===== config.mk =====
export PLATFORM = sky130hd
export DESIGN_NAME = oneshot_arbiter
export DESIGN_NICKNAME = d
export VERILOG_FILES = /design/src/rtl/oneshot_arbiter.sv
export SDC_FILE = /design/constraint.sdc
export NUM_CORES = 1
export LEC_CHECK = 0
export ABC_AREA = 1
export ABC_CLOCK_PERIOD_IN_PS = 4900
export CORE_MARGIN = 2
export CORE_UTILIZATION = 55
export CTS_CLUSTER_SIZE = 40
export DETAILED_ROUTE_END_ITERATION = 10
export PLACE_DENSITY_LB_ADDON = 0.15
export SETUP_SLACK_MARGIN = 0.5
export SLEW_MARGIN = 20
export SYNTH_ARGS = -nofsm -noshare
export SYNTH_HDL_FRONTEND = slang
export SYNTH_SLANG_ARGS = --single-unit
export TNS_END_PERCENT = 5

===== constraint.sdc =====
create_clock -name clk -period 4.9 [get_ports clk]
set_input_delay 0.98 -clock clk [delete_from_list [all_inputs] [get_ports clk]]
set_output_delay 0.98 -clock clk [all_outputs]
set_load 0.02 [all_outputs]

===== src/rtl/oneshot_arbiter.sv =====
// rtl/oneshot_arbiter.sv - turns rising edges on N level inputs into requests and
// grants them one at a time, round-robin, over a start/done handshake with timeout.
module oneshot_arbiter #(
   parameter int N         = 4,
   parameter int TIMEOUT_W = 8,
   parameter int TIMEOUT   = 200
) (
   input  logic                 clk,
   input  logic                 reset,
   input  logic [N-1:0]         in,
   input  logic                 done,
   output logic                 start,
   output logic [$clog2(N)-1:0] grant_id,
   output logic [N-1:0]         grant_onehot,
   output logic                 busy,
   output logic [N-1:0]         pending,
   output logic [N-1:0]         dropped,
   output logic                 timeout
);
   localparam int W = $clog2(N);
   localparam logic [TIMEOUT_W-1:0] TO_LAST = TIMEOUT_W'(TIMEOUT - 1);

   typedef enum logic [1:0] {IDLE, START, WAIT} state_t;

   state_t               state, state_next;
   logic [N-1:0]         in_d, rise, clear;
   logic [N-1:0]         pending_next, dropped_next, onehot_next;
   logic [W-1:0]         rr, rr_next, winner, idx, grant_id_next;
   logic [TIMEOUT_W-1:0] cnt, cnt_next;
   logic                 timeout_next, found;

   assign rise  = in & ~in_d;
   assign busy  = (state != IDLE);
   assign start = (state == START);

   // First pending channel after the last winner, wrapping modulo N.
   always_comb begin
      winner = rr;
      found  = 1'b0;
      idx    = '0;
      for (int k = 1; k <= N; k++) begin
         idx = W'((int'(rr) + k) % N);
         if (!found && pending[idx]) begin
            winner = idx;
            found  = 1'b1;
         end
      end
   end

   always_comb begin
      state_next    = state;
      rr_next       = rr;
      cnt_next      = cnt;
      timeout_next  = 1'b0;
      grant_id_next = grant_id;
      onehot_next   = grant_onehot;
      clear         = '0;
      case (state)
         IDLE: begin
            if (found) begin
               state_next    = START;
               rr_next       = winner;
               grant_id_next = winner;
               onehot_next   = N'(1) << winner;
               clear         = N'(1) << winner;
            end
         end
         START: begin
            state_next = WAIT;
            cnt_next   = '0;
         end
         WAIT: begin
            cnt_next = cnt + TIMEOUT_W'(1);
            if (done) begin
               state_next    = IDLE;
               grant_id_next = '0;
               onehot_next   = '0;
            end else if (TIMEOUT != 0 && cnt == TO_LAST) begin
               state_next    = IDLE;
               grant_id_next = '0;
               onehot_next   = '0;
               timeout_next  = 1'b1;
            end
         end
         default: begin
            state_next    = IDLE;
            grant_id_next = '0;
            onehot_next   = '0;
         end
      endcase
      // A fresh edge on the channel being granted re-arms it rather than being lost.
      pending_next = (pending & ~clear) | rise;
      dropped_next = dropped | (rise & pending & ~clear);
   end

   always_ff @(posedge clk or posedge reset) begin
      if (reset) state <= IDLE;
      else       state <= state_next;
   end

   always_ff @(posedge clk or posedge reset) begin
      if (reset) begin
         in_d         <= '1;
         pending      <= '0;
         dropped      <= '0;
         rr           <= W'(N - 1);
         cnt          <= '0;
         grant_id     <= '0;
         grant_onehot <= '0;
         timeout      <= 1'b0;
      end else begin
         in_d         <= in;
         pending      <= pending_next;
         dropped      <= dropped_next;
         rr           <= rr_next;
         cnt          <= cnt_next;
         grant_id     <= grant_id_next;
         grant_onehot <= onehot_next;
         timeout      <= timeout_next;
      end
   end
endmodule


# --- Yosys cells after proc, flatten, opt, wreduce, memory -nomap -nowiden ---
# Index checks and enable logic that the tools add are counted.
word_totals:
  ff_bits: 31
  output_inout_bits: 17
  input_bits: 7
classes:
  reduce_logical: 12
  order_cmp: 4
  n_addsub: 5
  shift: 1
  n_eq_ne: 5
  n_bitwise: 9
  n_mux: 32
ops:
  columns: ["op", "n"]
  rows:
  - ["2-to-1 mux 4 bit", 5]
  - ["bitwise AND 4 bit", 4]
  - ["2-to-1 mux 2 bit", 8]
  - ["one-hot mux 8 bit (2 select lines)", 1]
  - ["< comparator 2 x 3 -> 1 bit (second input constant)", 4]
  - ["one-hot mux 2 bit (3 select lines)", 2]
  - ["one-hot mux 4 bit (3 select lines)", 1]
  - ["2-to-1 mux 1 bit", 11]
  - ["adder 8 x 1 -> 8 bit (second input constant)", 1]
  - ["binary-select mux 1 bit (select 2 bit)", 4]
  - ["== test 8 bit (second input constant)", 1]
  - ["NOT 4 bit", 2]
  - ["OR 4 bit", 2]
  - ["adder 2 x 1 -> 2 bit (second input constant)", 2]
  - ["adder 2 bit (second input constant)", 2]
  - ["AND reduction 2 bit", 2]
  - ["nonzero test 2 bit", 2]
  - ["<< shifter 1 x 2 -> 4 bit (first input constant)", 1]
  - ["logical AND 1 bit", 3]
  - ["zero test 1 bit", 3]
  - ["!= test 3 bit (second input constant)", 1]
  - ["AND reduction 3 bit", 1]
  - ["== test 2 x 1 -> 1 bit (second input constant)", 1]
  - ["== test 2 bit (second input constant)", 1]
  - ["3 further kinds", 3]

# --- Longest topological paths before layout ---
# Gate-level depths: netlist (run 1).
depth:
  ltp_word: 19
  mapped_depth: 14

# --- Worst setup path before layout (run 1) ---
# Ideal clock, no wire load.
synth_timing:
  path_kind: "register to output"
  startpoint: "register state[0]"
  endpoint: "output busy"
  slack_ns: 3.088
  path_stages_with_launch: 4
  t_arrival_ns: 0.832
  n_path_buf: 0
  path_cell_list: "dfrtp_1 > inv_1 > ha_1 > inv_1"
synth_via:
  elab_chain_cells: 1
synth_rtl:
  columns: ["element", "line_no", "rtl"]
  rows:
  - ["start: declaration", "25", "state_t state, state_next;"]
  - ["start signal: assignment", "98", "else state <= state_next;"]
  - ["nonzero test 2 bit", "33", "assign busy = (state != IDLE);"]
  - ["end: declaration", "15", "output logic busy,"]
# Every way passes these cells.

# --- Worst setup path after layout (run 1) ---
layout_timing:
  startpoint: "register state[1]"
  endpoint: "output busy"
# The elaborated chain is that of the path after synthesis.

==> results.ini, run 1 <==
[routing]
ant_nets=0
wl_um=3180
drc=0
vias=1422
viasPerCell=4.82
dr.pass1.iters=4
drt_iter0_drc=38
wl_per_cell_um=10.8

[clock_network]
ctsResizeCount=0
cts_tree=done
cts_sinks=31
clockBufferDepth=2
clk_pin_slew_ns=0.10
root_buffer=clkbuf_4
htreeDepth=2
cts_made_buffers=5
cts_setup_buffers=0
clk-insertion-delay-late_ns=0.34
hold_buffers=0

[sta]
relSlewSlack_pct=74.7
tightest_slew_ns=0.379
skew_ns=0.00987
setup_tns_ns=0
finalMaxSlewViolations=0
fin_crit_sh_pct=55.5
hold_violations=0
period_minus_slack_ns=2.72
fmax_ghz=0.368
rsz0062_at_grt=false
setup_viol=0

[finish]
finish.utilization_pct=68.9
area_delta_synth_final_pct=19.2
drive_gt1_share_pct=16.7
final_area_um2=2100
finalNetCount=261
stdcell_count=295
insertedDiodeCount=0

[global_route]
grt_start_max_net_pins=32
grt.total_usage_pct=20.6
overflow=0
antenna_found_initial=0
grt_pass1_vias=1293
grt_pass1_wl_um=5620

[floorplanning]
io_pins=24
die_y_um=60.7
die_w_um=60.7
dieArea_um2=3680
start_util_pct=57.8
core_area_um2=3050
rows=20

[worst_hold_path]
min_to=dropped[0]
hp-class=reg -> reg
min_path_cells=2
holdCritStartpoint=dropped[0]

[yosys]
yosysWarnings=0
synth.top_cells.by_area=dfrtp_1 (35%), nand2_1 (17%), dfstp_2 (8.9%)
synth_area_per_cell_um2=7.95
synth_cell_types=31
syn-num-nets=233
yosysSeqAreaShare_pct=44.4
syn_inst=222
synth_seq_cells=31
synthesis.area_um2=1770
yosysTopAreaCell=dfrtp_1
synth_top_area_share_pct=35.4

[flow_run]
cap_violations=0

[status]
status=finished clean

[critical_path]
r2r_start=rr[0]
rrSetupSlack_ns=2.97
start_kind=register
rr_endpoint=dropped[1]
worstPathMaxFanout=4
crit_arrival_ns=1.74
ff2ff_path_depth=13
worst_setup_path_end_kind=primary output
worstPathRequired_ns=3.92
path_class=reg -> out

[placement]
place_congestion=0.869
dpl.cell_count=287
io_buffers=23
dp_hpwl_um=2350
dpl_cell_area_um2=2040

[power_and_ir_drop]
irDropWorstVdd_mv=0.338
leakage_nw=1.06
total_power_mw=1.49
power-per-cell-area_nw_per_um2=710

## critical path: stages, from the launching register on
cell and delay [ns]:
dfrtp_1 0.38, inv_1 0.07, ha_1 0.27, inv_1 0.09, clkdlybuf4s50_1 0.59
## area by class of cell
class                      instances  area [um2]
multi-input combinational        160         845
inverter                          28         115
tap                               44        55.1
fill                             271         948
timing repair buffer              24         238
sequential                        31         783
clock buffer                       8        68.8
## logic make-up (layout without fill, tap and decap cells)
family          after synthesis  after routing  share of synthesized area, %
compound gates               16             16                          5.53
flops                        31             31                          44.4
simple gates                140            140                          39.5
buf+inv                      31             60                          7.80
fa+ha+maj                     4              4                          2.83
## registers in the layout, indices dropped and copies added, names as in the netlist
name,count
grant_id,2
dropped,4
in_d,4
grant_onehot,4
state,2
cnt,8
timeout,1
rr,2
pending,4
## how the worst max path moves through the flow
stage	from	to	slack [ns]	cells past startpoint
6_report	state[1]	busy	2.18	4
4_1_cts	state[1]	busy	2.18	4
5_1_grt	state[1]	busy	2.10	4
3_3_place_gp	state[0]	busy	2.59	4
3_5_place_dp	state[1]	busy	2.57	4
2_1_floorplan	state[0]	busy	3.09	3
## routing by layer
metal | global-route usage (%) | routed length, um
met1 | 28.5 | 1560
met2 | 32.1 | 1470
met3 | 5.76 | 105
met4 | 5.59 | 42
met5 | 0 | 0
## synth_stat cells
cell type / number
buf_6: 1
a21oi_1: 5
nor2_8: 1
nand4_1: 1
o21ai_1: 1
buf_4: 1
dfrtp_1: 25
nand2_4: 7
o21bai_1: 1
o21ai_4: 1
inv_2: 1
o21a_1: 1
nor2_4: 2
nor2_1: 13
inv_8: 1
inv_1: 24
nor2_2: 1
clkbuf_1: 1
nand2_1: 78
nand3b_2: 1
nand3_1: 16
nand2_2: 10
dfstp_2: 6
nor3b_1: 3
nand3_2: 2
clkinv_1: 1
ha_1: 4
nor3_1: 5
o22ai_1: 1
inv_4: 1
o21ai_0: 6
## stage by stage
step | setup WS [ns] | hold slack, ns
6_report | 2.18 | 0.471
5_1_grt | 2.10 | 0.501
4_1_cts | 2.18 | 0.477
3_5_place_dp | 2.57 | 0.449
3_3_place_gp | 2.59 | 0.449
2_1_floorplan | 3.09 | 0.475
## report_power, final
part,leakage (nW),switching (mW),internal [mW]
Clock,0.0386,0.0889,0.0843
Sequential,0.370,0.0597,0.318
Combinational,0.656,0.618,0.324
Total,1.06,0.767,0.726
## cells in the final DEF, fill, tap and decap left out
cell type        count
nand2_2             10
buf_4                1
clkinv_1             1
nor3b_1              3
o21ai_0              6
nand2_4              7
o21a_1               1
ha_1                 4
clkdlybuf4s50_1     23
nand4_1              1
inv_2                1
a21oi_1              5
o22ai_1              1
dfstp_2              6
inv_4                1
nand3b_2             1
o21ai_4              1
nor2_8               1
clkbuf_8             2
nand2_1             78
clkbuf_1             1
nand3_1             16
nor2_4               2
nor3_1               5
dfrtp_1             25
nand3_2              2
o21bai_1             1
o21ai_1              1
inv_8                1
inv_1               24
nor2_2               1
clkbuf_4             5
nor2_1              13
Note: power is estimated with default switching activity, not from simulation.
==> inputs of run 2 (changes only) <==
ABC_CLOCK_PERIOD_IN_PS = 2400   (was 4900)
CORE_UTILIZATION = 49   (was 55)
clock period = 2.4 ns   (was 4.9 ns; I/O delays follow)
==> results.ini, run 2 (synthesized netlist as in run 1, its figures left out) <==
[status]
status=finished clean

[sta]
setup_tns_ns=0
setup_viol=0
finalMaxSlewViolations=0
tightest_slew_ns=0.395
fmax_ghz=0.524
hold_violations=0
fin_crit_sh_pct=79.5
period_minus_slack_ns=1.91
skew_ns=0.0138
rsz0062_at_grt=true
relSlewSlack_pct=73.7

[power_and_ir_drop]
pwr-share-comb_pct=62.7
clock_power_share_pct=13.6
p_int_mw=1.61
pwr-share-seq_pct=23.7
p_sw_mw=1.61
power-per-cell-area_nw_per_um2=1490
p_sw_share_pct=50.0
irDropWorstVdd_mv=0.610
leakage_nw=1.10

[floorplanning]
dieArea_um2=4100
die_w_um=64.0
core_area_um2=3390
die_y_um=64.0
io_pins=24
rows=21
start_util_pct=52.1

[critical_path]
start_kind=register
cp.buffers_inverters=1
worst_setup_path_end_kind=primary output
crit_arrival_ns=1.43
cp_top_family=buffers and inverters
cp_cell_sequence=clkdlybuf4s50_1
r2r_start=rr[0]
rr_endpoint=dropped[2]
cp_num_cells=1
worstPathMaxFanout=5
crit_slowest_cell=clkdlybuf4s50_1
critPathLaunch=pending[3]
slowest_delay_ns=0.64
ff2ff_path_depth=13
path_class=reg -> out
rrSetupSlack_ns=0.54
cp-endpoint=pending[3]
worstPathRequired_ns=1.92

[clock_network]
hold_buffers=0
cts_sinks=31
clk-insertion-delay-late_ns=0.34
cts_tree=done
clockBufferDepth=2
clk_pin_slew_ns=0.09
cts_made_buffers=5
root_buffer=clkbuf_4
htreeDepth=2

[finish]
area_delta_synth_final_pct=22.4
final_common_cell=nand2_1
multi_input_area_um2=857
seq_area_um2=783
drive_gt1_share_pct=19.2
finalNetCount=265
final_area_um2=2160
largest_reg_flops=8
finish.utilization_pct=63.8
nFillCells=286
layout.cells.most_common_list=nand2_1 (78), dfrtp_1 (25), inv_1 (24)
largest_register=cnt
stdcell_count=301
insertedDiodeCount=0

[routing]
vias=1491
dr.pass1.iters=4
drt_iter0_drc=113
ant_nets=0
viasPerCell=4.95
wl_per_cell_um=11.6
drc=0
wl_um=3480

[global_route]
grt.total_usage_pct=18.8
grt_pass1_wl_um=6020
overflow=0
grt_start_max_net_pins=32
grt_pass1_vias=1391
antenna_found_initial=0

[flow_run]
cap_violations=0

[worst_hold_path]
hp-class=reg -> reg

[placement]
dpl.cell_count=289
dp_hpwl_um=2540
io_buffers=23
place_congestion=0.851
dpl_cell_area_um2=2040

[run 2: layout make-up]
cell class	count	area share, %
Multi-Input combinational cell	160	39.7
Sequential cell	31	36.2
Timing Repair Buffer	28	12.1
Inverter	28	5.33
Tap cell	46	2.66
Clock buffer	6	2.37
Clock inverter	2	1.62
[run 2: power by group through the flow]
stage	sequential, mW	combinational, mW	clock, mW
floorplan	0.772	1.53	0
global placement	0.780	1.91	0
detailed placement	0.786	1.93	0
CTS	0.776	1.93	0.448
global route	0.780	2.25	0.470
finish	0.764	2.02	0.437
[run 2: worst min-delay path by stage]
stage	cells past startpoint	slack [ns]	start	to
2_1_floorplan	2	0.47	cnt[1]	cnt[1]
3_3_place_gp	2	0.45	dropped[2]	dropped[2]
3_5_place_dp	2	0.46	dropped[2]	dropped[2]
4_1_cts	2	0.48	dropped[2]	dropped[2]
5_1_grt	2	0.50	dropped[2]	dropped[2]
6_report	2	0.48	dropped[2]	dropped[2]
[run 2: per-layer routing]
layer / wire, um / up-vias / track usage (%) / part of all wire (%)
met5: 0 / - / 0 / 0
met4: 71 / 0 / 8.42 / 2.0
met3: 156 / 8 / 5.11 / 4.5
met2: 1640 / 37 / 29.7 / 47
met1: 1610 / 687 / 24.1 / 46
li1: - / 759 / - / -
[run 2: through the flow]
stage	hold slack, ns	power [mW]	setup WS (ns)
detailed placement	0.462	2.71	0.555
CTS	0.485	3.16	0.454
floorplan	0.475	2.30	0.741
global route	0.496	3.50	0.401
global placement	0.454	2.69	0.568
finish	0.482	3.22	0.492
[run 2: repair_timing]
item                                    CTS  global route
endpoints found under the setup margin    4            17
buffers inserted                          0             4
gates resized for setup                   3             3
==> inputs of run 3 (changes only) <==
ABC_CLOCK_PERIOD_IN_PS = 1700   (was 2400)
clock period = 1.7 ns   (was 2.4 ns; I/O delays follow)
==> results.ini, run 3 (synthesized netlist as in run 1, its figures left out) <==
[critical_path]
worstPathRequired_ns=1.93
worst_setup_path_end_kind=register
worstPathMaxFanout=8
crit_arrival_ns=2.08
path_class=reg -> reg
start_kind=register

[clock_network]
cts_sinks=31
clk_pin_slew_ns=0.11
clockBufferDepth=2
cts_made_buffers=5
root_buffer=clkbuf_4
clk-insertion-delay-late_ns=0.33
htreeDepth=2
cts_tree=done
hold_buffers=0

[routing]
dr.pass1.iters=4
ant_nets=0
wl_met3_um=152
top_layer_used=met4
wl_met2_um=1950
vias=1521
drt_iter0_drc=87
viasPerCell=4.81
wl_per_cell_um=12.3
drc=0
m1WireLength_um=1740
wl_um=3890

[placement]
dp_hpwl_um=2660
dpl.cell_count=305
place_congestion=0.822
io_buffers=23
preCtsSetupSlack_ns=-0.111

[global_route]
grt_pass1_wl_um=6450
antenna_found_initial=0
grt.total_usage_pct=20.4
grt_pass1_vias=1494
overflow=0
grt_start_max_net_pins=32

[sta]
fin_ws_ns=-0.154
setup_tns_ns=-1.59
setup_viol=18
hold_violations=0
rsz0062_at_grt=true
fmax_ghz=0.539
tightest_slew_ns=0.388
skew_ns=0.0112
fin_crit_sh_pct=109
relSlewSlack_pct=74.1
period_minus_slack_ns=1.85
finalMaxSlewViolations=0

[worst_hold_path]
hp-class=in -> async

[floorplanning]
core_area_um2=3390
rows=21
io_pins=24
die_y_um=64.0
die_w_um=64.0
dieArea_um2=4100
start_util_pct=52.1

[flow_run]
cap_violations=0

[finish]
largest_reg_flops=8
area_delta_synth_final_pct=39.5
layout.cells.most_common_list=nand2_1 (70), dfrtp_1 (25), inv_1 (20)
finalNetCount=280
insertedDiodeCount=0
largest_register=cnt
final_common_cell=nand2_1
stdcell_count=316
drive_gt1_share_pct=37.8

[power_and_ir_drop]
leakage_nw=1.23
power-per-cell-area_nw_per_um2=2120
irDropWorstVdd_mv=0.881

[status]
violations=negative setup slack
status=complete, but fails checks

[run 3: where the power goes]
part | switching [mW] | internal (mW) | total (mW)
registers | 0.167 | 0.917 | 1.08
logic | 2.16 | 1.46 | 3.62
clock network | 0.274 | 0.242 | 0.516
total | 2.60 | 2.62 | 5.22
[run 3: worst max-delay path: stages, from the launching register on]
cell and delay, ns:
dfstp_2 0.67, inv_8 0.07, nand2_2 0.09, nand2_4 0.07
nand2_4 0.10, nand2_8 0.07, nor2_8 0.15, nand2_4 0.08
nand2_2 0.08, nand2_4 0.06, nor2_4 0.11, nand2_1 0.10
nand2_1 0.06, nand2_1 0.04
[run 3: area by class of cell]
type / count / area (um2)
well taps: 46 / 57.6
inverters: 28 / 118
multi-input cells: 160 / 1020
clock buffers: 7 / 65.1
fillers: 243 / 926
clock inverters: 1 / 7.51
flip-flops and latches: 31 / 783
repair buffers: 43 / 408
[run 3: routing by layer]
layer | vias up | global-route usage, %
li1 | 792 | -
met1 | 697 | 25.3
met2 | 25 | 35.0
met3 | 7 | 4.23
met4 | 0 | 7.34
met5 | - | 0
[run 3: through the flow]
| step | util (%) | cell area, um2 | hold slack (ns) | power, mW |
|---|---|---|---|---|
| floorplan | - | 1770 | 0.344 | 3.25 |
| global placement | 63.7 | 2160 | 0.450 | 4.17 |
| detailed placement | 63.7 | 2160 | 0.450 | 4.22 |
| CTS | 68.6 | 2330 | 0.382 | 4.90 |
| global route | 72.7 | 2460 | 0.390 | 5.65 |
| finish | 72.7 | 2460 | 0.369 | 5.22 |
[run 3: worst paths after layout]
path / from / cells after the start / endpoint / slack [ns]
max: rr[0] / 13 / pending[2] / -0.15
min: reset / 3 / pending[1] / 0.37
max reg2reg: rr[0] / 13 / pending[2] / -0.15
min reg2reg: dropped[1] / 2 / dropped[1] / 0.50
max in group asynchronous: reset / 3 / rr[0] / 1.00
min in group clk: in[1] / 1 / in_d[1] / 0.43
[run 3: timing repair]
item,in CTS,in global routing
setup buffers,1,2
setup endpoints to repair,41,42
resized for setup,105,24
pin swaps,13,20
